**src/rtl/pc_sequencer_if.sv**
```systemverilog
// pc_sequencer_if: decode-side bus into the next-PC controller.
// ALIGN_CHECK_EN adds the misalign_trap signal.
interface pc_sequencer_if #(
    parameter int PC_WIDTH    = 32,
    parameter int COUNT_WIDTH = 32
);
    logic [PC_WIDTH-1:0]    start_pc;
    logic [PC_WIDTH-1:0]    cur_pc;
    logic                   branch_taken;
    logic [15:0]            branch_offset;
    logic                   jump;
    logic [25:0]            jump_index;
    logic                   jump_reg;
    logic [PC_WIDTH-1:0]    reg_target;
    logic                   stall_req;
    logic                   halt_instr;
    logic [PC_WIDTH-1:0]    next_pc;
    logic                   pc_valid;
    logic                   halted;
    logic [1:0]             state;
    logic [COUNT_WIDTH-1:0] instr_count;
`ifdef ALIGN_CHECK_EN
    logic                   misalign_trap;
`endif

    modport master (
        output start_pc, cur_pc, branch_taken, branch_offset, jump, jump_index,
               jump_reg, reg_target, stall_req, halt_instr,
`ifdef ALIGN_CHECK_EN
        input  misalign_trap,
`endif
        input  next_pc, pc_valid, halted, state, instr_count
    );

    modport slave (
        input  start_pc, cur_pc, branch_taken, branch_offset, jump, jump_index,
               jump_reg, reg_target, stall_req, halt_instr,
`ifdef ALIGN_CHECK_EN
        output misalign_trap,
`endif
        output next_pc, pc_valid, halted, state, instr_count
    );
endinterface

```
**src/rtl/pc_sequencer.sv**
```systemverilog
// pc_sequencer: next-PC controller (boot/run/stall/halt, branch/jump/JR targets, advance counter).
// Defining ALIGN_CHECK_EN redirects misaligned JR targets to TRAP_VECTOR and drives misalign_trap.
module pc_sequencer #(
    parameter int                  PC_WIDTH    = 32,
    parameter int                  BOOT_CYCLES = 2,
    parameter int                  COUNT_WIDTH = 32,
    parameter logic [PC_WIDTH-1:0] TRAP_VECTOR = PC_WIDTH'(32'h0000_0180)
) (
    input logic         clk,
    input logic         reset,
    pc_sequencer_if.slave bus
);
    localparam int BW = (BOOT_CYCLES > 1) ? $clog2(BOOT_CYCLES) : 1;
`ifdef ALIGN_CHECK_EN
    localparam bit ALIGN = 1'b1;
`else
    localparam bit ALIGN = 1'b0;
`endif

    typedef enum logic [1:0] {BOOT = 2'd0, RUN = 2'd1, STALL = 2'd2, HALT = 2'd3} state_t;

    state_t               st, st_nx;
    logic [BW-1:0]        boot_cnt;
    logic [COUNT_WIDTH-1:0] cnt;
    logic [PC_WIDTH-1:0]  pc4, br_tgt, j_tgt, npc;
    logic                 boot_done, adv, misalign;

    assign pc4       = bus.cur_pc + PC_WIDTH'(4);
    assign br_tgt    = pc4 + {{(PC_WIDTH-18){bus.branch_offset[15]}}, bus.branch_offset, 2'b00};
    assign j_tgt     = {pc4[PC_WIDTH-1:28], bus.jump_index, 2'b00};
    assign boot_done = (BOOT_CYCLES <= 1) || (int'(boot_cnt) == BOOT_CYCLES - 1);

    always_ff @(posedge clk or negedge reset) begin
        if (!reset) begin
            st       <= BOOT;
            boot_cnt <= '0;
            cnt      <= '0;
        end else begin
            st       <= st_nx;
            boot_cnt <= (st == BOOT) ? boot_cnt + 1'b1 : boot_cnt;
            cnt      <= adv ? cnt + 1'b1 : cnt;
        end
    end

    always_comb begin
        st_nx = st;
        case (st)
            BOOT:    st_nx = boot_done ? RUN : BOOT;
            RUN:     st_nx = bus.halt_instr ? HALT : bus.stall_req ? STALL : RUN;
            STALL:   st_nx = bus.stall_req ? STALL : RUN;
            default: st_nx = HALT;
        endcase
    end

    // Halt outranks stall, and both hold the PC without counting an advance.
    always_comb begin
        adv      = (st == RUN) && !bus.halt_instr && !bus.stall_req;
        misalign = ALIGN && adv && bus.jump_reg && (bus.reg_target[1:0] != 2'b00);
        npc      = (st == BOOT)     ? bus.start_pc :
                   !adv             ? bus.cur_pc   :
                   misalign         ? TRAP_VECTOR  :
                   bus.jump_reg     ? bus.reg_target :
                   bus.jump         ? j_tgt        :
                   bus.branch_taken ? br_tgt       : pc4;
    end

    assign bus.next_pc     = npc;
    assign bus.pc_valid    = (st == RUN);
    assign bus.halted      = (st == HALT);
    assign bus.state       = st;
    assign bus.instr_count = cnt;
`ifdef ALIGN_CHECK_EN
    assign bus.misalign_trap = misalign;
`endif
endmodule
```
**src/flat_wrapper.sv**
```systemverilog
// flat-port wrapper written by rule: the top's interface ports become plain ports
module pc_sequencer_flat 
#(
    parameter int                  PC_WIDTH    = 32,
    parameter int                  BOOT_CYCLES = 2,
    parameter int                  COUNT_WIDTH = 32,
    parameter logic [PC_WIDTH-1:0] TRAP_VECTOR = PC_WIDTH'(32'h0000_0180)
)
  (clk, reset, bus_start_pc, bus_cur_pc, bus_branch_taken, bus_branch_offset, bus_jump, bus_jump_index, bus_jump_reg, bus_reg_target, bus_stall_req, bus_halt_instr, bus_next_pc, bus_pc_valid, bus_halted, bus_state, bus_instr_count);
  pc_sequencer_if #(.PC_WIDTH(PC_WIDTH), .COUNT_WIDTH(COUNT_WIDTH)) bus_i ();
  input logic clk;
  input logic reset;
  input wire logic [$bits(bus_i.start_pc)-1:0] bus_start_pc;
  input wire logic [$bits(bus_i.cur_pc)-1:0] bus_cur_pc;
  input wire logic [$bits(bus_i.branch_taken)-1:0] bus_branch_taken;
  input wire logic [$bits(bus_i.branch_offset)-1:0] bus_branch_offset;
  input wire logic [$bits(bus_i.jump)-1:0] bus_jump;
  input wire logic [$bits(bus_i.jump_index)-1:0] bus_jump_index;
  input wire logic [$bits(bus_i.jump_reg)-1:0] bus_jump_reg;
  input wire logic [$bits(bus_i.reg_target)-1:0] bus_reg_target;
  input wire logic [$bits(bus_i.stall_req)-1:0] bus_stall_req;
  input wire logic [$bits(bus_i.halt_instr)-1:0] bus_halt_instr;
  output wire logic [$bits(bus_i.next_pc)-1:0] bus_next_pc;
  output wire logic [$bits(bus_i.pc_valid)-1:0] bus_pc_valid;
  output wire logic [$bits(bus_i.halted)-1:0] bus_halted;
  output wire logic [$bits(bus_i.state)-1:0] bus_state;
  output wire logic [$bits(bus_i.instr_count)-1:0] bus_instr_count;
  assign bus_i.start_pc = bus_start_pc;
  assign bus_i.cur_pc = bus_cur_pc;
  assign bus_i.branch_taken = bus_branch_taken;
  assign bus_i.branch_offset = bus_branch_offset;
  assign bus_i.jump = bus_jump;
  assign bus_i.jump_index = bus_jump_index;
  assign bus_i.jump_reg = bus_jump_reg;
  assign bus_i.reg_target = bus_reg_target;
  assign bus_i.stall_req = bus_stall_req;
  assign bus_i.halt_instr = bus_halt_instr;
  assign bus_next_pc = bus_i.next_pc;
  assign bus_pc_valid = bus_i.pc_valid;
  assign bus_halted = bus_i.halted;
  assign bus_state = bus_i.state;
  assign bus_instr_count = bus_i.instr_count;
  pc_sequencer #(.PC_WIDTH(PC_WIDTH), .BOOT_CYCLES(BOOT_CYCLES), .COUNT_WIDTH(COUNT_WIDTH), .TRAP_VECTOR(TRAP_VECTOR)) u_core (.clk(clk), .reset(reset), .bus(bus_i));
endmodule
```
**config.mk**
```make
export PLATFORM = sky130hd
export DESIGN_NAME = pc_sequencer_flat
export DESIGN_NICKNAME = d
export VERILOG_FILES = /design/src/rtl/pc_sequencer_if.sv /design/src/rtl/pc_sequencer.sv /design/src/flat_wrapper.sv
export SDC_FILE = /design/constraint.sdc
export NUM_CORES = 1
export LEC_CHECK = 0
export CAP_MARGIN = 30
export CORE_MARGIN = 2
export CORE_UTILIZATION = 45
export CTS_BUF_LIST = sky130_fd_sc_hd__clkbuf_16
export CTS_CLUSTER_DIAMETER = 200
export DETAILED_ROUTE_END_ITERATION = 10
export PLACE_DENSITY_LB_ADDON = 0.05
export SYNTH_ARGS = -nofsm -noshare
export SYNTH_HDL_FRONTEND = slang
export SYNTH_SLANG_ARGS = --single-unit
```
**constraint.sdc**
```tcl
create_clock -name clk -period 15.9 [get_ports clk]
set_clock_uncertainty 0.05 [all_clocks]
set_input_delay 3.18 -clock clk [delete_from_list [all_inputs] [get_ports clk]]
set_output_delay 3.18 -clock clk [all_outputs]
set_load 0.05 [all_outputs]
```
==> qor.txt, run 1 <==
WHS Endpoint - u_core.bus.instr_count[31]
Yosys top cell area share - 17.4%
r2r worst-path depth - 10
worst-margin pin slew - 0.938 ns
post-CTS sizing - 0
Max-Cap Viols - 0
gp weighted congestion - 0.935
R2R Path Start - u_core.bus.state[1]
hpwl dp - 15200 um
Pwr Total - 399 uW
post-route ant nets - 0
Filler cells - 940
first-pass GRT wire length - 29900 um
Critical Path, Cell by Cell - clkdlybuf4s50_1 -> ha_1 -> inv_1 -> nor3_1 -> nand3_1 -> xnor2_1 -> ha_1 -> nand4_1 -> nor2_1 -> a211oi_1 -> a21boi_1 -> o21a_1 -> o21bai_1 -> a31oi_1 -> xnor2_1 -> a2111oi_0 -> a311o_1 -> clkdlybuf4s50_1
CP arrival - 8.54 ns
synth unique cells - 65
Die X - 110 um
top-level I/O count - 213
largest net degree at the start of global routing - 48
min cycle time layout - 11.77 ns
vias post-DR - 6062
maximum clock path buffer count - 2
total congestion overflow - 0
antenna diode count - 0
routed len/inst - 18.8 um
share of cells above drive strength 1 - 4.05%
Starting Density - 46.1%
largest area contributor in the netlist - dfrtp_1
Vias/cell - 5.89
initial DRC count - 592
Row Count - 38
Pwr Density - 53.4 nW/um^2
Layout area overhead - 49.0%
worst min path class - reg -> reg
Hold Slack - 0.428 ns
Worst R2R Setup Slack - 12.62 ns
Final Hold Viols - 0
die area - 12000 sq um
core box area - 10900 sq um
H-Tree Level Count - 2
syn nets - 876
Clock Latency Late Sink - 0.28 ns
Post-Place Cells - 1021
initial antenna violation count - 0
net count reported at finish - 1072
highest clock rate - 85.0 MHz
syn_area_per_cell - 7.26 sq um
CTS sink count - 35
port buffer count - 212
EDFF count, synth - 0
Hold Crit Depth - 1
Post-CTS Setup Bufs - 0
crit path launch type - input pin
total wire length - 19400 um
cell area after synthesis - 5020 sq um
fin cells - 1029
Remaining DRCs - 0
root buffer cell - clkbuf_16
Worst Setup End Kind - output pin
CTS tree - done
crit path kind - in -> out
FF-to-FF End - u_core.bus.instr_count[31]
RSZ-0062 raised after global routing - false
CP Max Fanout - 8
cells after synthesis - 692
Max Slew Vio Count - 0
router iterations before antenna repair - 5
Die Height - 110 um
Syn. warnings - 0
startpoint of the worst hold path - u_core.bus.instr_count[31]
Max-Slew Margin vs Limit - 35.8%
CP max stage cell - a2111oi_0
number of global-route vias before repair - 5783
cts hold-fix bufs - 0
clock slew at reported path FFs - 0.05 ns
VDD IR max - 0.0594 mV
share of the yosys chip area belonging to registers - 17.4%
ratio of final minimum period to clock period - 74.0%
setup TNS - 0 ns
leading post-synthesis cells by cell area - dfrtp_1 17%, xnor2_1 9.6%, ha_1 9.5%
Num CTS Buffers - 5
All-Layer GR Usage - 32.1%
Pleak - 3.02 nW
Yosys reg bits - 35
async set-reset flop share out of synthesis - 100%
critical path's largest stage delay - 0.86 ns
final setup fails - 0
dominant synthesized flop cell - dfrtp_1
CP required - 12.67 ns
status - finished, final reports clean
flip-flops by register name (all words and copies together) (netlist names):
name                    cells
u_core.boot_cnt             1
u_core.bus.instr_count     32
u_core.bus.state            2
layer usage:
metal | vias to the layer above | routed length (um) | share of wire (%) | global-route usage [%]
met1 | 2787 | 8090 | 42 | 41.7
met5 | - | 0 | 0 | 0
met2 | 315 | 9090 | 47 | 53.4
li1 | 2919 | - | - | -
met4 | 0 | 521 | 2.7 | 11.6
met3 | 41 | 1690 | 8.7 | 5.33
report_power, final:
group | switching (mW) | total, mW | leakage (nW) | internal, mW
registers | 0.00179 | 0.0921 | 0.471 | 0.0903
clock network | 0.0368 | 0.126 | 0.0900 | 0.0897
logic | 0.0967 | 0.181 | 2.46 | 0.0841
layout make-up:
class	count	area (sq um)	share of cell area, %
tap	140	175	2.34
sequential	35	876	11.7
clock buffer	5	125	1.67
timing repair buffer	220	2200	29.4
multi-input combinational	619	4010	53.6
clock inverter	3	67.6	0.903
inverter	7	26.3	0.351
placed cells by master, fill, tap and decap left out, types with 7 or more instances in the layout:
cell type	count
a211oi_1	7
a21o_1	13
a21oi_1	66
and3_1	12
and4_1	9
buf_4	7
clkdlybuf4s50_1	212
dfrtp_1	35
ha_1	38
mux2i_1	9
nand2_1	88
nand3_1	44
nand4_1	19
nor2_1	63
nor2b_1	9
nor3_1	15
o211ai_1	8
o21ai_0	53
xnor2_1	55
xor2_1	27
Yosys cell counts (12+ instances only):
cell       n
and3_1    12
a21o_1    13
xnor2_1   55
xor2_1    27
o21ai_0   53
nor3_1    15
clkbuf_1  29
nand3_1   44
nor2_1    64
nand4_1   19
a21oi_1   66
nand2_1   88
ha_1      38
dfrtp_1   35
worst max-delay path by stage:
stage	endpoint	depth (start not counted)	startpoint	slack, ns
5_1_grt	bus_next_pc[19]	18	bus_cur_pc[2]	3.80
3_3_place_gp	bus_next_pc[19]	18	bus_cur_pc[2]	4.42
4_1_cts	bus_next_pc[19]	18	bus_cur_pc[2]	4.23
3_5_place_dp	bus_next_pc[19]	18	bus_cur_pc[2]	4.24
2_1_floorplan	bus_next_pc[31]	16	bus_cur_pc[11]	5.58
6_report	bus_next_pc[19]	18	bus_cur_pc[2]	4.13
critical path, delay by kind of cell:
kind	cells	cell delay [ns]
simple gates	4	0.76
xor+xnor	2	0.36
buf+inv	3	1.54
compound gates	7	2.13
fa+ha+maj	2	0.56
through the flow:
step | instance area (sq um) | worst slack [ns] | util, %
6_report | 7480 | 4.13 | 68.7
5_1_grt | 7480 | 3.80 | 68.7
4_1_cts | 7480 | 4.23 | 68.7
3_5_place_dp | 7290 | 4.24 | 67.0
3_3_place_gp | 7260 | 4.42 | 66.7
2_1_floorplan | 5020 | 5.58 | -
cell families after synthesis:
logic type                 count (synthesis)  share of synthesized area, %
and+or+nand+nor                          290                          28.5
AOI/OAI and AO/OA                        197                          24.6
xor gates and xnor gates                  83                          14.6
adders and majority gates                 39                          9.86
buffers and inverters                     38                          2.86
DFF                                       35                          17.4
muxes                                     10                          2.09
Note: power is estimated with default switching activity, not from simulation.
==> run 2, diff against run 1 <==
--- a/config.mk
+++ b/config.mk
@@ -7,7 +7,7 @@
 export LEC_CHECK = 0
 export CAP_MARGIN = 30
 export CORE_MARGIN = 2
-export CORE_UTILIZATION = 45
+export CORE_UTILIZATION = 44
 export CTS_BUF_LIST = sky130_fd_sc_hd__clkbuf_16
 export CTS_CLUSTER_DIAMETER = 200
 export DETAILED_ROUTE_END_ITERATION = 10
==> constraint.sdc (replaced) <==
create_clock -name clk -period 12 [get_ports clk]
set_clock_uncertainty 0.05 [all_clocks]
set_input_delay 2.4 -clock clk [delete_from_list [all_inputs] [get_ports clk]]
set_output_delay 2.4 -clock clk [all_outputs]
set_load 0.05 [all_outputs]
==> run 2 against run 1 <==
Worst hold slack worse by 0.014 ns. Largest power group unchanged. First-iteration DRC count is 24% lower. Global-route usage is 1.9 points lower. Highest routed layer unchanged. Final area is 0.10% lower. Critical endpoint is now bus_next_pc[31].
==> qor.txt, run 2 (synthesized netlist as in run 1, its figures left out) <==
sequential power share - 23.2%
RSZ-0062 raised after global routing - false
Final Hold Viols - 0
maximum clock path buffer count - 2
Critical Path, Cell by Cell - clkdlybuf4s50_1 -> ha_1 -> inv_1 -> nor3_1 -> nand4_1 -> xnor2_1 -> ha_1 -> a21oi_1 -> o21ai_0 -> a221oi_1 -> nor2_1 -> nor3_1 -> or3_1 -> nand4_1 -> o211ai_2 -> mux2_4 -> nor4_2 -> clkdlybuf4s50_1
Row Count - 39
CTS tree - done
hpwl dp - 15000 um
Pwr Total - 526 uW
met1 GRT Util - 39.3%
cts hold-fix bufs - 0
net count reported at finish - 1072
core box area - 11300 sq um
met3 Usage GRT - 3.17%
Num CTS Buffers - 5
total wire length - 18800 um
root buffer cell - clkbuf_16
Max Slew Vio Count - 0
worst min path class - reg -> reg
sw frac - 33.6%
largest net degree at the start of global routing - 48
vias post-DR - 6021
routed len/inst - 18.2 um
CP arrival - 7.57 ns
CP Buf/Inv Count - 3
Final Util - 66.3%
final setup fails - 0
critical path's largest stage delay - 0.84 ns
Die X - 111 um
Remaining DRCs - 0
Power Internal - 349 uW
number of global-route vias before repair - 5955
initial DRC count - 450
Worst Setup End Kind - output pin
Pwr Density - 70.3 nW/um^2
antenna diode count - 0
Pleak - 3.02 nW
status - finished, final reports clean
top-level I/O count - 213
Clock Latency Late Sink - 0.28 ns
highest clock rate - 99.8 MHz
Vias/cell - 5.83
met2 GRT Util - 52.4%
commonest non-fill, non-tap cell in the layout - clkdlybuf4s50_1
crit path kind - in -> out
Clk pwr share - 31.6%
Max-Cap Viols - 0
setup TNS - 0 ns
CP max stage cell - clkdlybuf4s50_1
Starting Density - 44.6%
ratio of final minimum period to clock period - 83.5%
die area - 12300 sq um
worst-margin pin slew - 0.934 ns
All-Layer GR Usage - 30.1%
router iterations before antenna repair - 5
Max-Slew Margin vs Limit - 37.4%
gp weighted congestion - 0.928
port buffer count - 212
CP Max Fanout - 8
number of flip-flops in the largest register - 32
crit path launch type - input pin
VDD IR max - 0.169 mV
CTS sink count - 35
Layout area overhead - 48.8%
post-route ant nets - 0
CP required - 9.55 ns
Die Height - 111 um
Gate power share - 45.1%
commonest non-fill, non-tap cells in the layout - 212 x clkdlybuf4s50_1, 88 x nand2_1, 66 x a21oi_1
GR peak layer - met2
first-pass GRT wire length - 30300 um
switching power - 176 uW
total congestion overflow - 0
share of cells above drive strength 1 - 3.94%
H-Tree Level Count - 2
clock slew at reported path FFs - 0.05 ns
delay-heaviest family, CP - simple AND/OR/NAND/NOR gates
post-CTS sizing - 0
Post-CTS Setup Bufs - 0
min cycle time layout - 10.02 ns
initial antenna violation count - 0
## run 2: cell types whose count changed in the layout (fill, tap and decap cells not counted)
cell | before | now
inv_1 | 6 | 7
buf_16 | 1 | 0
buf_12 | 0 | 1
clkinvlp_4 | 1 | 0
## run 2: power groups by stage
stage / Clock [mW] / Sequential (mW) / Combinational [mW]
2_1_floorplan: 0 / 0.128 / 0.131
3_3_place_gp: 0 / 0.124 / 0.233
3_5_place_dp: 0 / 0.124 / 0.234
4_1_cts: 0.168 / 0.122 / 0.236
5_1_grt: 0.171 / 0.122 / 0.257
6_report: 0.166 / 0.122 / 0.237
## run 2: through the flow
stage	hold slack [ns]	cell area, sq um	worst slack [ns]	cells
after floorplan	0.397	5020	3.24	692
after global placement	0.407	7270	2.20	1023
after detailed placement	0.415	7290	2.06	1024
after CTS	0.425	7480	2.05	1032
after global routing	0.442	7480	1.57	1032
final	0.414	7480	1.98	1032
## run 2: final cells by class
cell class	instances	area, sq um
multi-input cells	619	4010
fillers	1001	3800
repair buffers	220	2190
flip-flops and latches	35	876
well taps	143	179
clock buffers	5	125
clock inverters	3	63.8
inverters	7	26.3
## run 2: worst register-to-register path, cell delays in order (launching register included)
cell and delay (ns):
dfrtp_1 0.49, and2b_1 0.30, and2_1 0.59, buf_4 0.40, and3_1 0.26, nand4_1 0.20
nor3_1 0.44, and4_1 0.33, nand2_1 0.14, nor3_1 0.25, xor2_1 0.17
## run 2: final timing paths
path	start	end	slack [ns]	cells after the start
worst max-delay path	bus_cur_pc[2]	bus_next_pc[31]	1.98	18
worst min-delay path	u_core.bus.instr_count[31]	u_core.bus.instr_count[31]	0.41	1
worst max register to register	u_core.bus.state[1]	u_core.bus.instr_count[31]	8.31	10
worst min register to register	u_core.bus.instr_count[31]	u_core.bus.instr_count[31]	0.41	1
max in group asynchronous	reset	u_core.bus.instr_count[24]	9.10	2
min in group asynchronous	reset	u_core.bus.instr_count[8]	2.47	2
## run 2: metal layers
metal | up-vias | wire length (um)
met1 | 2839 | 8200
met5 | - | 0
met3 | 40 | 1050
met4 | 0 | 525
li1 | 2912 | -
met2 | 230 | 9020
==> run 3, diff against run 2 <==
==> constraint.sdc (replaced) <==
create_clock -name clk -period 9.35 [get_ports clk]
set_clock_uncertainty 0.05 [all_clocks]
set_input_delay 1.87 -clock clk [delete_from_list [all_inputs] [get_ports clk]]
set_output_delay 1.87 -clock clk [all_outputs]
set_load 0.05 [all_outputs]
==> run 3 against run 2 <==
Die area stayed put. Largest cell class unchanged. Combinational power is 29% higher. Via count is 1.4% lower. Final area hardly changed. Largest power group unchanged. First-iteration DRC count is 0.22% lower. Register-to-register slack worse by 2.7 ns. Routed wire length is 1.6% higher. Critical path depth stayed put. Global-route usage is 0.60 points higher. Count of clock-buffer cells in the layout stayed put. Sequential cell count stayed put.
==> qor.txt, run 3 (synthesized netlist as in run 1, its figures left out) <==
maximum clock path buffer count - 2
post-CTS sizing - 0
gp weighted congestion - 0.914
Max Slew Vio Count - 0
All-Layer GR Usage - 30.7%
switching power - 230 uW
clock slew at reported path FFs - 0.05 ns
CP arrival - 7.06 ns
CTS tree - done
H-Tree Level Count - 2
Die Height - 111 um
Clock Latency Late Sink - 0.28 ns
worst-margin pin slew - 1.01 ns
number of global-route vias before repair - 6040
sw frac - 35.2%
Final Hold Viols - 0
share of cells above drive strength 1 - 4.16%
crit path launch type - input pin
Pleak - 3.02 nW
commonest non-fill, non-tap cell in the layout - clkdlybuf4s50_1
initial DRC count - 449
Pwr Total - 651 uW
delay-heaviest family, CP - simple AND/OR/NAND/NOR gates
die area - 12300 sq um
status - finished, final reports clean
total congestion overflow - 0
post-route ant nets - 0
antenna diode count - 0
total wire length - 19100 um
Num CTS Buffers - 5
largest net degree at the start of global routing - 46
crit path kind - in -> out
initial antenna violation count - 0
commonest non-fill, non-tap cells in the layout - 212 x clkdlybuf4s50_1, 88 x nand2_1, 66 x a21oi_1
core box area - 11300 sq um
ratio of final minimum period to clock period - 96.1%
Gate power share - 46.8%
Die X - 111 um
worst min path class - reg -> reg
Vias/cell - 5.75
number of flip-flops in the largest register - 32
hpwl dp - 15200 um
min cycle time layout - 8.98 ns
CP max stage cell - clkdlybuf4s50_1
CP Buf/Inv Count - 3
Row Count - 39
port buffer count - 212
Remaining DRCs - 0
net count reported at finish - 1073
Power Internal - 422 uW
CTS sink count - 35
critical path's largest stage delay - 0.85 ns
Pwr Density - 87.2 nW/um^2
Filler cells - 1029
Max-Slew Margin vs Limit - 32.5%
Critical Path, Cell by Cell - clkdlybuf4s50_1 -> ha_1 -> inv_1 -> nor3_1 -> nand4_1 -> xnor2_1 -> ha_1 -> a21oi_1 -> o21ai_0 -> a221oi_1 -> nor2_1 -> nor3_1 -> or3_1 -> nand4_1 -> o211ai_2 -> mux2_4 -> nor4_2 -> clkdlybuf4s50_1
top-level I/O count - 213
highest clock rate - 111 MHz
Max-Cap Viols - 0
Starting Density - 44.6%
first-pass GRT wire length - 31100 um
vias post-DR - 5935
sequential power share - 24.1%
root buffer cell - clkbuf_16
routed len/inst - 18.5 um
setup TNS - 0 ns
RSZ-0062 raised after global routing - false
Clk pwr share - 29.1%
cts hold-fix bufs - 0
CP required - 7.43 ns
final setup fails - 0
Hold Slack - 0.417 ns
router iterations before antenna repair - 6
Layout area overhead - 48.7%
Post-CTS Setup Bufs - 0
Worst Setup End Kind - output pin
CP Max Fanout - 8
VDD IR max - 0.114 mV
run 3: final cells by class:
class	count	area, sq um	area share (%)
flip-flops and latches	35	876	11.7
well taps	143	179	2.39
clock buffers	5	125	1.67
clock inverters	3	43.8	0.586
repair buffers	221	2210	29.6
inverters	7	26.3	0.352
multi-input cells	619	4010	53.7
run 3: final timing paths:
check	from	endpoint	slack [ns]	cells past startpoint
worst max-delay path	bus_cur_pc[2]	bus_next_pc[31]	0.37	18
worst min-delay path	u_core.bus.instr_count[31]	u_core.bus.instr_count[31]	0.42	1
worst max register to register	u_core.bus.state[1]	u_core.bus.instr_count[31]	5.58	10
worst min register to register	u_core.bus.instr_count[31]	u_core.bus.instr_count[31]	0.42	1
max in group asynchronous	reset	u_core.bus.instr_count[22]	6.97	2
min in group asynchronous	reset	u_core.bus.instr_count[8]	1.96	2
run 3: power groups by stage:
| stage | Clock (mW) | Combinational, mW | Sequential, mW |
|---|---|---|---|
| 2_1_floorplan | 0 | 0.168 | 0.164 |
| 3_3_place_gp | 0 | 0.299 | 0.159 |
| 3_5_place_dp | 0 | 0.301 | 0.159 |
| 4_1_cts | 0.190 | 0.303 | 0.157 |
| 5_1_grt | 0.198 | 0.331 | 0.157 |
| 6_report | 0.190 | 0.305 | 0.157 |
run 3: per-stage QoR:
stage | area [sq um] | instances | setup WS [ns] | util [%]
floorplan | 5020 | 692 | 1.65 | -
global placement | 7270 | 1024 | 0.584 | 64.5
detailed placement | 7300 | 1025 | 0.426 | 64.8
CTS | 7470 | 1033 | 0.417 | 66.3
global route | 7470 | 1033 | 0.0294 | 66.3
finish | 7470 | 1033 | 0.365 | 66.3
run 3: per-layer routing:
| metal | GRT usage, % | vias up | wire length (um) |
|---|---|---|---|
| met5 | 0 | - | 0 |
| met4 | 9.42 | 0 | 468 |
| met3 | 3.01 | 35 | 950 |
| met2 | 54.0 | 219 | 9110 |
| met1 | 39.9 | 2765 | 8570 |
| li1 | - | 2916 | - |
